### src/rtl/mem_access_unit.sv
// Load/store unit between EX and DM/WB: sizes and aligns accesses, drives a
// single-outstanding request bus and returns load data or exception flags.
module mem_access_unit #(
    parameter int XLEN = 32,
    parameter int RA_W = 5
) (
    input  logic            clk,
    input  logic            reset,
    input  logic            e_valid,
    input  logic            e_mem_read,
    input  logic            e_mem_write,
    input  logic            e_reg_write,
    input  logic [2:0]      e_funct3,
    input  logic [XLEN-1:0] e_addr,
    input  logic [XLEN-1:0] e_wdata,
    input  logic [XLEN-1:0] e_alu_result,
    input  logic [RA_W-1:0] e_rd,
    output logic            bus_req,
    output logic            bus_we,
    output logic [XLEN-1:0] bus_addr,
    output logic [XLEN-1:0] bus_wdata,
    output logic [3:0]      bus_be,
    input  logic            bus_ready,
    input  logic            bus_err,
    input  logic [XLEN-1:0] bus_rdata,
    output logic            stall,
    output logic            m_valid,
    output logic            m_reg_write,
    output logic [XLEN-1:0] m_dataout,
    output logic [RA_W-1:0] m_rd,
    output logic            m_exc_misaligned,
    output logic            m_exc_bus_err
);

    typedef enum logic [1:0] {IDLE, REQ, RESP} state_t;

    state_t          state, state_next;
    logic [1:0]      addr_lo;
    logic [2:0]      funct3_q;
    logic [XLEN-1:0] rdata_q;
    logic            err_q;

    // funct3[1:0]: 00 byte, 01 half, anything else (incl. undefined codes) word
    logic            e_is_byte, e_is_half, mem_op, misaligned;
    logic [XLEN-1:0] shifted, load_data;

    assign e_is_byte  = (e_funct3[1:0] == 2'b00);
    assign e_is_half  = (e_funct3[1:0] == 2'b01);
    assign mem_op     = e_valid & (e_mem_read | e_mem_write);
    assign misaligned = (e_is_half & e_addr[0]) |
                        (!e_is_byte && !e_is_half && (e_addr[1:0] != 2'b00));

    always_ff @(posedge clk or posedge reset) begin
        if (reset) begin
            state    <= IDLE;
            addr_lo  <= '0;
            funct3_q <= '0;
            rdata_q  <= '0;
            err_q    <= 1'b0;
        end else begin
            state <= state_next;
            if (state == IDLE && mem_op && !misaligned) begin
                addr_lo  <= e_addr[1:0];
                funct3_q <= e_funct3;
            end
            if (state == REQ && bus_ready) begin
                rdata_q <= bus_rdata;
                err_q   <= bus_err;
            end
        end
    end

    assign shifted = rdata_q >> {addr_lo, 3'b000};

    always_comb begin
        case (funct3_q[1:0])
            2'b00:   load_data = {{(XLEN-8){~funct3_q[2] & shifted[7]}}, shifted[7:0]};
            2'b01:   load_data = {{(XLEN-16){~funct3_q[2] & shifted[15]}}, shifted[15:0]};
            default: load_data = rdata_q;
        endcase
    end

    // Upstream holds its outputs while stalled, so the bus fields can come
    // straight from the e_* inputs and stay stable across the REQ cycles.
    assign bus_addr = {e_addr[XLEN-1:2], 2'b00};

    always_comb begin
        if (e_is_byte) begin
            bus_be    = 4'b0001 << e_addr[1:0];
            bus_wdata = {(XLEN/8){e_wdata[7:0]}};
        end else if (e_is_half) begin
            bus_be    = 4'b0011 << e_addr[1:0];
            bus_wdata = {(XLEN/16){e_wdata[15:0]}};
        end else begin
            bus_be    = 4'b1111;
            bus_wdata = e_wdata;
        end
    end

    always_comb begin
        state_next       = state;
        stall            = 1'b0;
        bus_req          = 1'b0;
        bus_we           = 1'b0;
        m_valid          = 1'b0;
        m_reg_write      = 1'b0;
        m_dataout        = e_alu_result;
        m_rd             = e_rd;
        m_exc_misaligned = 1'b0;
        m_exc_bus_err    = 1'b0;
        case (state)
            IDLE: begin
                if (mem_op) begin
                    if (misaligned) begin
                        m_valid          = 1'b1;
                        m_exc_misaligned = 1'b1;
                    end else begin
                        stall      = 1'b1;
                        state_next = REQ;
                    end
                end else begin
                    m_valid     = e_valid;
                    m_reg_write = e_reg_write & e_valid;
                end
            end
            REQ: begin
                bus_req = 1'b1;
                bus_we  = e_mem_write;
                stall   = 1'b1;
                if (bus_ready) state_next = RESP;
            end
            RESP: begin
                m_valid    = 1'b1;
                state_next = IDLE;
                if (err_q) begin
                    m_exc_bus_err = 1'b1;
                    m_dataout     = '0;
                end else if (!e_mem_write) begin
                    m_dataout   = load_data;
                    m_reg_write = e_reg_write;
                end
            end
            default: state_next = IDLE;
        endcase
        if (reset) begin
            stall            = 1'b0;
            bus_req          = 1'b0;
            bus_we           = 1'b0;
            m_exc_misaligned = 1'b0;
            m_exc_bus_err    = 1'b0;
        end
    end

endmodule

### config.mk
export PLATFORM = sky130hd
export DESIGN_NAME = mem_access_unit
export DESIGN_NICKNAME = d
export VERILOG_FILES = /design/src/rtl/mem_access_unit.sv
export SDC_FILE = /design/constraint.sdc
export NUM_CORES = 1
export LEC_CHECK = 0
export ABC_AREA = 1
export CAP_MARGIN = 25
export CORE_ASPECT_RATIO = 1.4
export CORE_MARGIN = 2
export CORE_UTILIZATION = 35
export DETAILED_ROUTE_END_ITERATION = 7
export PLACE_DENSITY = 0.89
export SYNTH_ARGS = -nofsm -noshare
export SYNTH_HDL_FRONTEND = slang
export SYNTH_SLANG_ARGS = --single-unit
### constraint.sdc
create_clock -name clk -period 1.7 [get_ports clk]
set_input_delay 0.17 -clock clk [delete_from_list [all_inputs] [get_ports clk]]
set_output_delay 0.17 -clock clk [all_outputs]
set_load 0.005 [all_outputs]
## Word level (Yosys, flattened, before mapping)

Cells that the tools add are included.

| word-level totals | value |
|---|---|
| flip-flop bits (word level) | 40 |
| logic and storage cells | 69 |

| cells by class | value |
|---|---|
| equal/unequal tests | 7 |
| shift-type cells | 3 |
| mux-type cells | 33 |
| bitwise logic cells | 8 |
| reduce and logical (&&, ||, !) cells | 13 |

Operator list:

| operator | count |
|---|---|
| 32-bit 2-to-1 mux | 5 |
| 32-bit case mux with 2 select lines | 1 |
| 32-bit by 5-bit >> shifter with 16-bit output | 1 |
| 1-bit 2-to-1 mux | 18 |
| 4-bit 2-to-1 mux | 2 |
| 2-bit by 1-bit == test with 1-bit output, second input constant | 3 |
| 2-bit zero test | 3 |
| 2-bit 2-to-1 mux | 3 |
| 2-bit inequality test, second input constant | 3 |
| 1-bit case mux with 2 select lines | 3 |
| 1-bit AND | 5 |
| 1-bit logical AND | 5 |
| 2-bit case mux with 2 select lines | 1 |
| 1-bit by 2-bit << shifter with 4-bit output, first input constant | 1 |
| 2-bit by 2-bit << shifter with 4-bit output, first input constant | 1 |
| 1-bit zero test | 3 |
| 3-bit AND reduction | 1 |
| 2-bit == test, second input constant | 1 |
| 1-bit OR | 2 |
| 2-bit nonzero test | 1 |
| 1-bit inverter | 1 |

## Longest topological paths before layout

| logic depth | value |
|---|---|
| word-level depth | 9 |
| depth in mapped cells | 10 |
| depth with buffers taken out | 10 |

## Worst setup path before layout

No wires, ideal clock.

| timing | value |
|---|---|
| path type | input to output |
| start | input port reset |
| end | output port m_exc_bus_err |
| data arrival time | 1.260 ns |
| required time | 1.530 ns |
| path slack | 0.270 ns |
| stages on the path | 3 |
| cell sequence | inv_1 -> nand2_1 -> nor2_1 |

| on the way | value |
|---|---|
| longest elaborated chain between the ends | 1 |

Ends and longest elaborated chain:

| item | RTL line | text |
|---|---|---|
| start: declaration | 8 | `input logic reset,` |
| 1-bit 2-to-1 mux | 145 | `if (reset) begin` |
| end: declaration | 32 | `output logic m_exc_bus_err` |

No other way between the ends.

## Final worst setup path

| timing | value |
|---|---|
| start | register addr_lo[0] |
| end | output port m_dataout[11] |

| on the way | value |
|---|---|
| longest elaborated chain between the ends | 6 |

Ends and longest elaborated chain:

| item | RTL line | text |
|---|---|---|
| start: declaration | 38 | `logic [1:0] addr_lo;` |
| start signal: assignment | 63 | `addr_lo <= e_addr[1:0];` |
| 32-bit by 5-bit >> shifter with 16-bit output (*) | 73 | `assign shifted = rdata_q >> {addr_lo, 3'b000};` |
| 1-bit AND | 77 | `2'b00: load_data = {{(XLEN-8){~funct3_q[2] & shifted[7]}}, shifted[7:0]};` |
| 32-bit case mux with 2 select lines (*) | 76 | `case (funct3_q[1:0])` |
| 32-bit 2-to-1 mux (*) | 138 | `end else if (!e_mem_write) begin` |
| 32-bit 2-to-1 mux (*) | 135 | `if (err_q) begin` |
| 32-bit 2-to-1 mux (*) | 111 | `case (state)` |
| end: declaration | 29 | `output logic [XLEN-1:0] m_dataout,` |

Every way passes the cells marked *; elsewhere a longest branch is shown, timed or not.

==> flow_summary.html <==
<table>
<tr><th>Metric</th><th>Value</th></tr>
<tr><th colspan="2">Run status</th></tr>
<tr><td>Result of the run</td><td>finished, violations left</td></tr>
<tr><td>Violations in the final reports</td><td>design-rule violations, negative setup slack</td></tr>
<tr><th colspan="2">Floorplan</th></tr>
<tr><td>Initial Utilization</td><td>35.6%</td></tr>
<tr><td>Top-Level Pins</td><td>256</td></tr>
<tr><td>Row count</td><td>44</td></tr>
<tr><td>Core outline area</td><td>10,200 µm²</td></tr>
<tr><td>Die extent in y</td><td>125 µm</td></tr>
<tr><td>Chip Width</td><td>90.3 µm</td></tr>
<tr><td>Die area</td><td>11,300 µm²</td></tr>
<tr><th colspan="2">Detailed routing</th></tr>
<tr><td>Number of design rule violations left after detail routing</td><td>9</td></tr>
<tr><td>Initial drt markers</td><td>712</td></tr>
<tr><td>Number of detailed-route iterations in the first pass</td><td>8</td></tr>
<tr><td>Final wirelength</td><td>19.3 mm</td></tr>
<tr><td>Average wire per standard cell</td><td>20.6 µm</td></tr>
<tr><td>Detail Route Antenna Nets</td><td>0</td></tr>
<tr><td>Routed vias</td><td>5,253</td></tr>
<tr><td>Number of vias per cell after detailed routing</td><td>5.62</td></tr>
<tr><th colspan="2">Worst setup path</th></tr>
<tr><td>Startpoint of the most critical register-to-register path</td><td>state[0]</td></tr>
<tr><td>Family with the most delay on the worst path</td><td>buffers and inverters</td></tr>
<tr><td>Critical path arrival</td><td>2.06 ns</td></tr>
<tr><td>Depth of the most critical reg-to-reg path</td><td>9</td></tr>
<tr><td>Bufs and invs on worst path</td><td>3</td></tr>
<tr><td>Crit Path Max Fanout</td><td>4</td></tr>
<tr><td>CP startpoint</td><td>addr_lo[0]</td></tr>
<tr><td>Endpoint type of the worst setup path</td><td>primary output</td></tr>
<tr><td>Total number of cells along the worst setup path</td><td>10</td></tr>
<tr><td>Data required, critical path</td><td>1.53 ns</td></tr>
<tr><td>Critical path type</td><td>flop to primary output</td></tr>
<tr><td>Most common cell on crit path</td><td>sky130_fd_sc_hd__nand2_1</td></tr>
<tr><td>Worst r2r dst</td><td>rdata_q[16]</td></tr>
<tr><td>Cell-by-cell trace of the critical path</td><td>clkinvlp_4 &gt; buf_4 &gt; a21oi_4 &gt; o21ai_1 &gt; o21ai_0 &gt; nand2_1 &gt; nand3_2 &gt; nand2_1 &gt; nand3_1 &gt; buf_2</td></tr>
<tr><td>Max stage delay on crit path</td><td>0.44 ns</td></tr>
<tr><td>Critical Path Start Type</td><td>flop</td></tr>
<tr><td>Slack of the worst reg-to-reg path</td><td>0.13 ns</td></tr>
<tr><td>Highest-delay cell along the critical path</td><td>sky130_fd_sc_hd__dfrtp_2</td></tr>
<tr><td>Worst setup endpoint</td><td>m_dataout[11]</td></tr>
<tr><th colspan="2">Clock tree</th></tr>
<tr><td>TritonCTS clock tree</td><td>yes</td></tr>
<tr><td>Clock-pin slew on the worst setup and hold paths</td><td>0.06 ns</td></tr>
<tr><td>Clock sink count</td><td>40</td></tr>
<tr><td>Worst-skew pair later-pin latency</td><td>0.30 ns</td></tr>
<tr><td>Clock Root Buffer</td><td>sky130_fd_sc_hd__clkbuf_16</td></tr>
<tr><td>Num CTS Buffers</td><td>5</td></tr>
<tr><td>Clock tree buffer depth</td><td>2</td></tr>
<tr><td>Maximum level of the CTS H-tree</td><td>2</td></tr>
<tr><th colspan="2">GRT</th></tr>
<tr><td>Routing layer with the top usage in global route</td><td>met2</td></tr>
<tr><td>Initial antenna violation count</td><td>6</td></tr>
<tr><td>Met1 routing resource usage after global routing</td><td>32.3%</td></tr>
<tr><td>Overflow left after global routing</td><td>0</td></tr>
<tr><td>Total global-route track usage</td><td>30.6%</td></tr>
<tr><td>Via count of the first global-routing pass</td><td>5,138</td></tr>
<tr><td>Met3 Track Usage GR</td><td>10.5%</td></tr>
<tr><td>Global Route met2 Usage</td><td>51.1%</td></tr>
<tr><td>Maximum number of pins on one net before global-route repair</td><td>45</td></tr>
<tr><td>First-pass GRT wire length</td><td>27.1 mm</td></tr>
<tr><th colspan="2">Yosys</th></tr>
<tr><td>Area of the mapped netlist</td><td>3650 µm²</td></tr>
<tr><td>Commonest cells post-synth</td><td>205 x sky130_fd_sc_hd__nand2_1, 65 x sky130_fd_sc_hd__o21ai_0, 50 x sky130_fd_sc_hd__buf_4</td></tr>
<tr><td>Yosys warnings</td><td>0</td></tr>
<tr><td>Seq/Total Area, Yosys</td><td>27.4%</td></tr>
<tr><td>Post-synthesis register bit count</td><td>40</td></tr>
<tr><td>Number of distinct standard cells referenced by the synthesized netlist</td><td>35</td></tr>
<tr><td>Synth area leaders</td><td>sky130_fd_sc_hd__dfrtp_1 27%, sky130_fd_sc_hd__nand2_1 21%, sky130_fd_sc_hd__buf_4 10%, sky130_fd_sc_hd__o21ai_0 8.9%, sky130_fd_sc_hd__nand3_1 4.7%</td></tr>
<tr><td>Fraction of registers with async set or reset after synthesis</td><td>100%</td></tr>
<tr><td>EDFF count, synth</td><td>0</td></tr>
<tr><td>Synthesized area divided by synthesized cell count</td><td>6.41 µm²</td></tr>
<tr><td>Cells after Synth</td><td>569</td></tr>
<tr><td>Top FF cell, synth</td><td>sky130_fd_sc_hd__dfrtp_1</td></tr>
<tr><td>Most frequent cell after synthesis</td><td>sky130_fd_sc_hd__nand2_1</td></tr>
<tr><td>Share of the synthesized area in the top cell type</td><td>27.4%</td></tr>
<tr><td>Dominant cell type by area after synthesis</td><td>sky130_fd_sc_hd__dfrtp_1</td></tr>
<tr><th colspan="2">Placement</th></tr>
<tr><td>Final weighted congestion in routability-driven placement</td><td>0.988</td></tr>
<tr><td>Worst setup timing slack at the placement stage</td><td>-0.439 ns</td></tr>
<tr><td>Detailed placer's ending HPWL</td><td>12.1 mm</td></tr>
<tr><td>PortBufs</td><td>183</td></tr>
<tr><td>Placed Instance Area</td><td>5730 µm²</td></tr>
<tr><th colspan="2">STA</th></tr>
<tr><td>Worst slew margin relative to its limit</td><td>65.4%</td></tr>
<tr><td>Max frequency</td><td>448 MHz</td></tr>
<tr><td>Unrepaired setup endpoints after global routing</td><td>true</td></tr>
<tr><td>Final period utilization</td><td>131%</td></tr>
<tr><td>Hold violation count in the final report</td><td>0</td></tr>
<tr><td>Fin crit period</td><td>2.23 ns</td></tr>
<tr><td>Min setup slack post-route</td><td>-0.534 ns</td></tr>
<tr><td>Finish-stage setup viols</td><td>32</td></tr>
<tr><td>Slew at the pin with the worst max-slew slack</td><td>0.519 ns</td></tr>
<tr><td>Minimum hold slack</td><td>0.340 ns</td></tr>
<tr><td>Worst Clk Skew</td><td>0.00494 ns</td></tr>
<tr><td>Max-slew violation count</td><td>0</td></tr>
<tr><th colspan="2">Final layout</th></tr>
<tr><td>Total number of nets in the final design</td><td>940</td></tr>
<tr><td>Fraction of final layout cells sized beyond drive strength 1</td><td>35.9%</td></tr>
<tr><td>Area growth from synthesis to final layout</td><td>83.7%</td></tr>
<tr><td>Filler instances</td><td>734</td></tr>
<tr><td>Finished Core Util</td><td>65.5%</td></tr>
<tr><td>Post-route design area</td><td>6700 µm²</td></tr>
<tr><th colspan="2">Power and ir drop</th></tr>
<tr><td>Post-layout total power</td><td>7320 µW</td></tr>
<tr><td>Power per unit of standard cell area</td><td>1090 nW/µm²</td></tr>
<tr><td>Leakage power summed over all cells</td><td>0.00319 µW</td></tr>
<tr><td>VDD IR-drop max</td><td>692 µV</td></tr>
<tr><th colspan="2">Worst hold path</th></tr>
<tr><td>Class of the tightest hold or removal check</td><td>input port to primary output</td></tr>
<tr><th colspan="2">Flow run</th></tr>
<tr><td>Count of max-cap constraint violations</td><td>0</td></tr>
</table>
worst reg2reg max path, delay by kind of cell, from the launching register on:
kind / cells / cell delay (ns)
AO/OA/AOI/OAI: 1 / 0.15
AND/OR/NAND/NOR: 3 / 0.33
buffers and inverters: 5 / 0.60
flip-flops: 1 / 0.37
report_power, final:
part | internal, µW | leakage [µW] | switching [µW]
sequential | 1320 | 0.000492 | 316
combinational | 2030 | 0.00262 | 2550
clock | 690 | 0.0000798 | 424
flip-flops by register name, indices dropped and copies added, names as in the netlist:
register,flops
err_q,1
addr_lo,2
funct3_q,3
state,2
rdata_q,32
cell usage in the layout, fill, tap and decap left out, types with 7 or more instances in the layout:
cell type                           n
sky130_fd_sc_hd__nor2_1             7
sky130_fd_sc_hd__o21ai_1           27
sky130_fd_sc_hd__a21oi_2           20
sky130_fd_sc_hd__dfrtp_1           37
sky130_fd_sc_hd__o211ai_1          12
sky130_fd_sc_hd__clkdlybuf4s50_1  122
sky130_fd_sc_hd__nand2_2           27
sky130_fd_sc_hd__a21oi_1            7
sky130_fd_sc_hd__o21ai_0           35
sky130_fd_sc_hd__o21ai_2           12
sky130_fd_sc_hd__inv_1             39
sky130_fd_sc_hd__buf_2             32
sky130_fd_sc_hd__nand3_2           24
sky130_fd_sc_hd__buf_6             33
sky130_fd_sc_hd__dlygate4sd2_1     24
sky130_fd_sc_hd__nand3_1            8
sky130_fd_sc_hd__nand2_1          177
sky130_fd_sc_hd__buf_4             63
per-stage QoR:
stage / setup TNS, ns / cells
global route: -11.25 / 931
detailed placement: -18.13 / 890
floorplan: 0 / 570
global placement: -17.11 / 890
CTS: -5.10 / 923
finish: -9.65 / 935
layout make-up:
class | count | area (µm²) | share of cell area, %
Tap cell | 138 | 173 | 2.58
Timing Repair inverter | 1 | 7.51 | 0.112
Clock inverter | 3 | 42.5 | 0.635
Inverter | 50 | 210 | 3.14
Clock buffer | 5 | 125 | 1.87
Sequential cell | 40 | 1000 | 15.0
Multi-Input combinational cell | 408 | 2480 | 37.0
Antenna cell | 4 | 10.0 | 0.149
Timing Repair Buffer | 286 | 2650 | 39.5
per-layer routing:
layer  routed length, µm  vias to the layer above  part of all wire, %
met4                1690                        8                  8.8
met2                8990                      470                   47
met3                2300                      166                   12
li1                    -                     2248                    -
met1                6280                     2361                   33
met5                  45                        -                 0.23
cell families (layout without fill, tap and decap cells):
kind of cell	Yosys count	after routing	synth area share, %
flip-flops	40	40	27.4
adder cells (fa/ha/maj)	4	4	1.37
other	1	6	0.103
AND/OR/NAND/NOR	274	275	31.7
AO/OA/AOI/OAI	127	127	19.9
buffers and inverters	123	345	19.5
worst min-delay path by stage:
stage               start           end  cells past startpoint
2_1_floorplan   bus_ready      state[0]                      1
5_1_grt        e_addr[23]  bus_addr[23]                      0
3_3_place_gp   e_addr[10]  bus_addr[10]                      0
4_1_cts        e_addr[10]  bus_addr[10]                      0
6_report       e_addr[14]  bus_addr[14]                      0
3_5_place_dp   e_addr[10]  bus_addr[10]                      0
repair_timing:
| action | CTS | global route |
|---|---|---|
| resized for setup | 298 | 78 |
| setup endpoints to repair | 65 | 44 |
| pin swaps | 40 | 33 |
| cloned | 6 | 0 |
| hold buffers | 0 | 0 |
| buffers inserted | 21 | 10 |
| endpoints found under the hold margin | 0 | 0 |
Power figures use the tool's default switching activity.
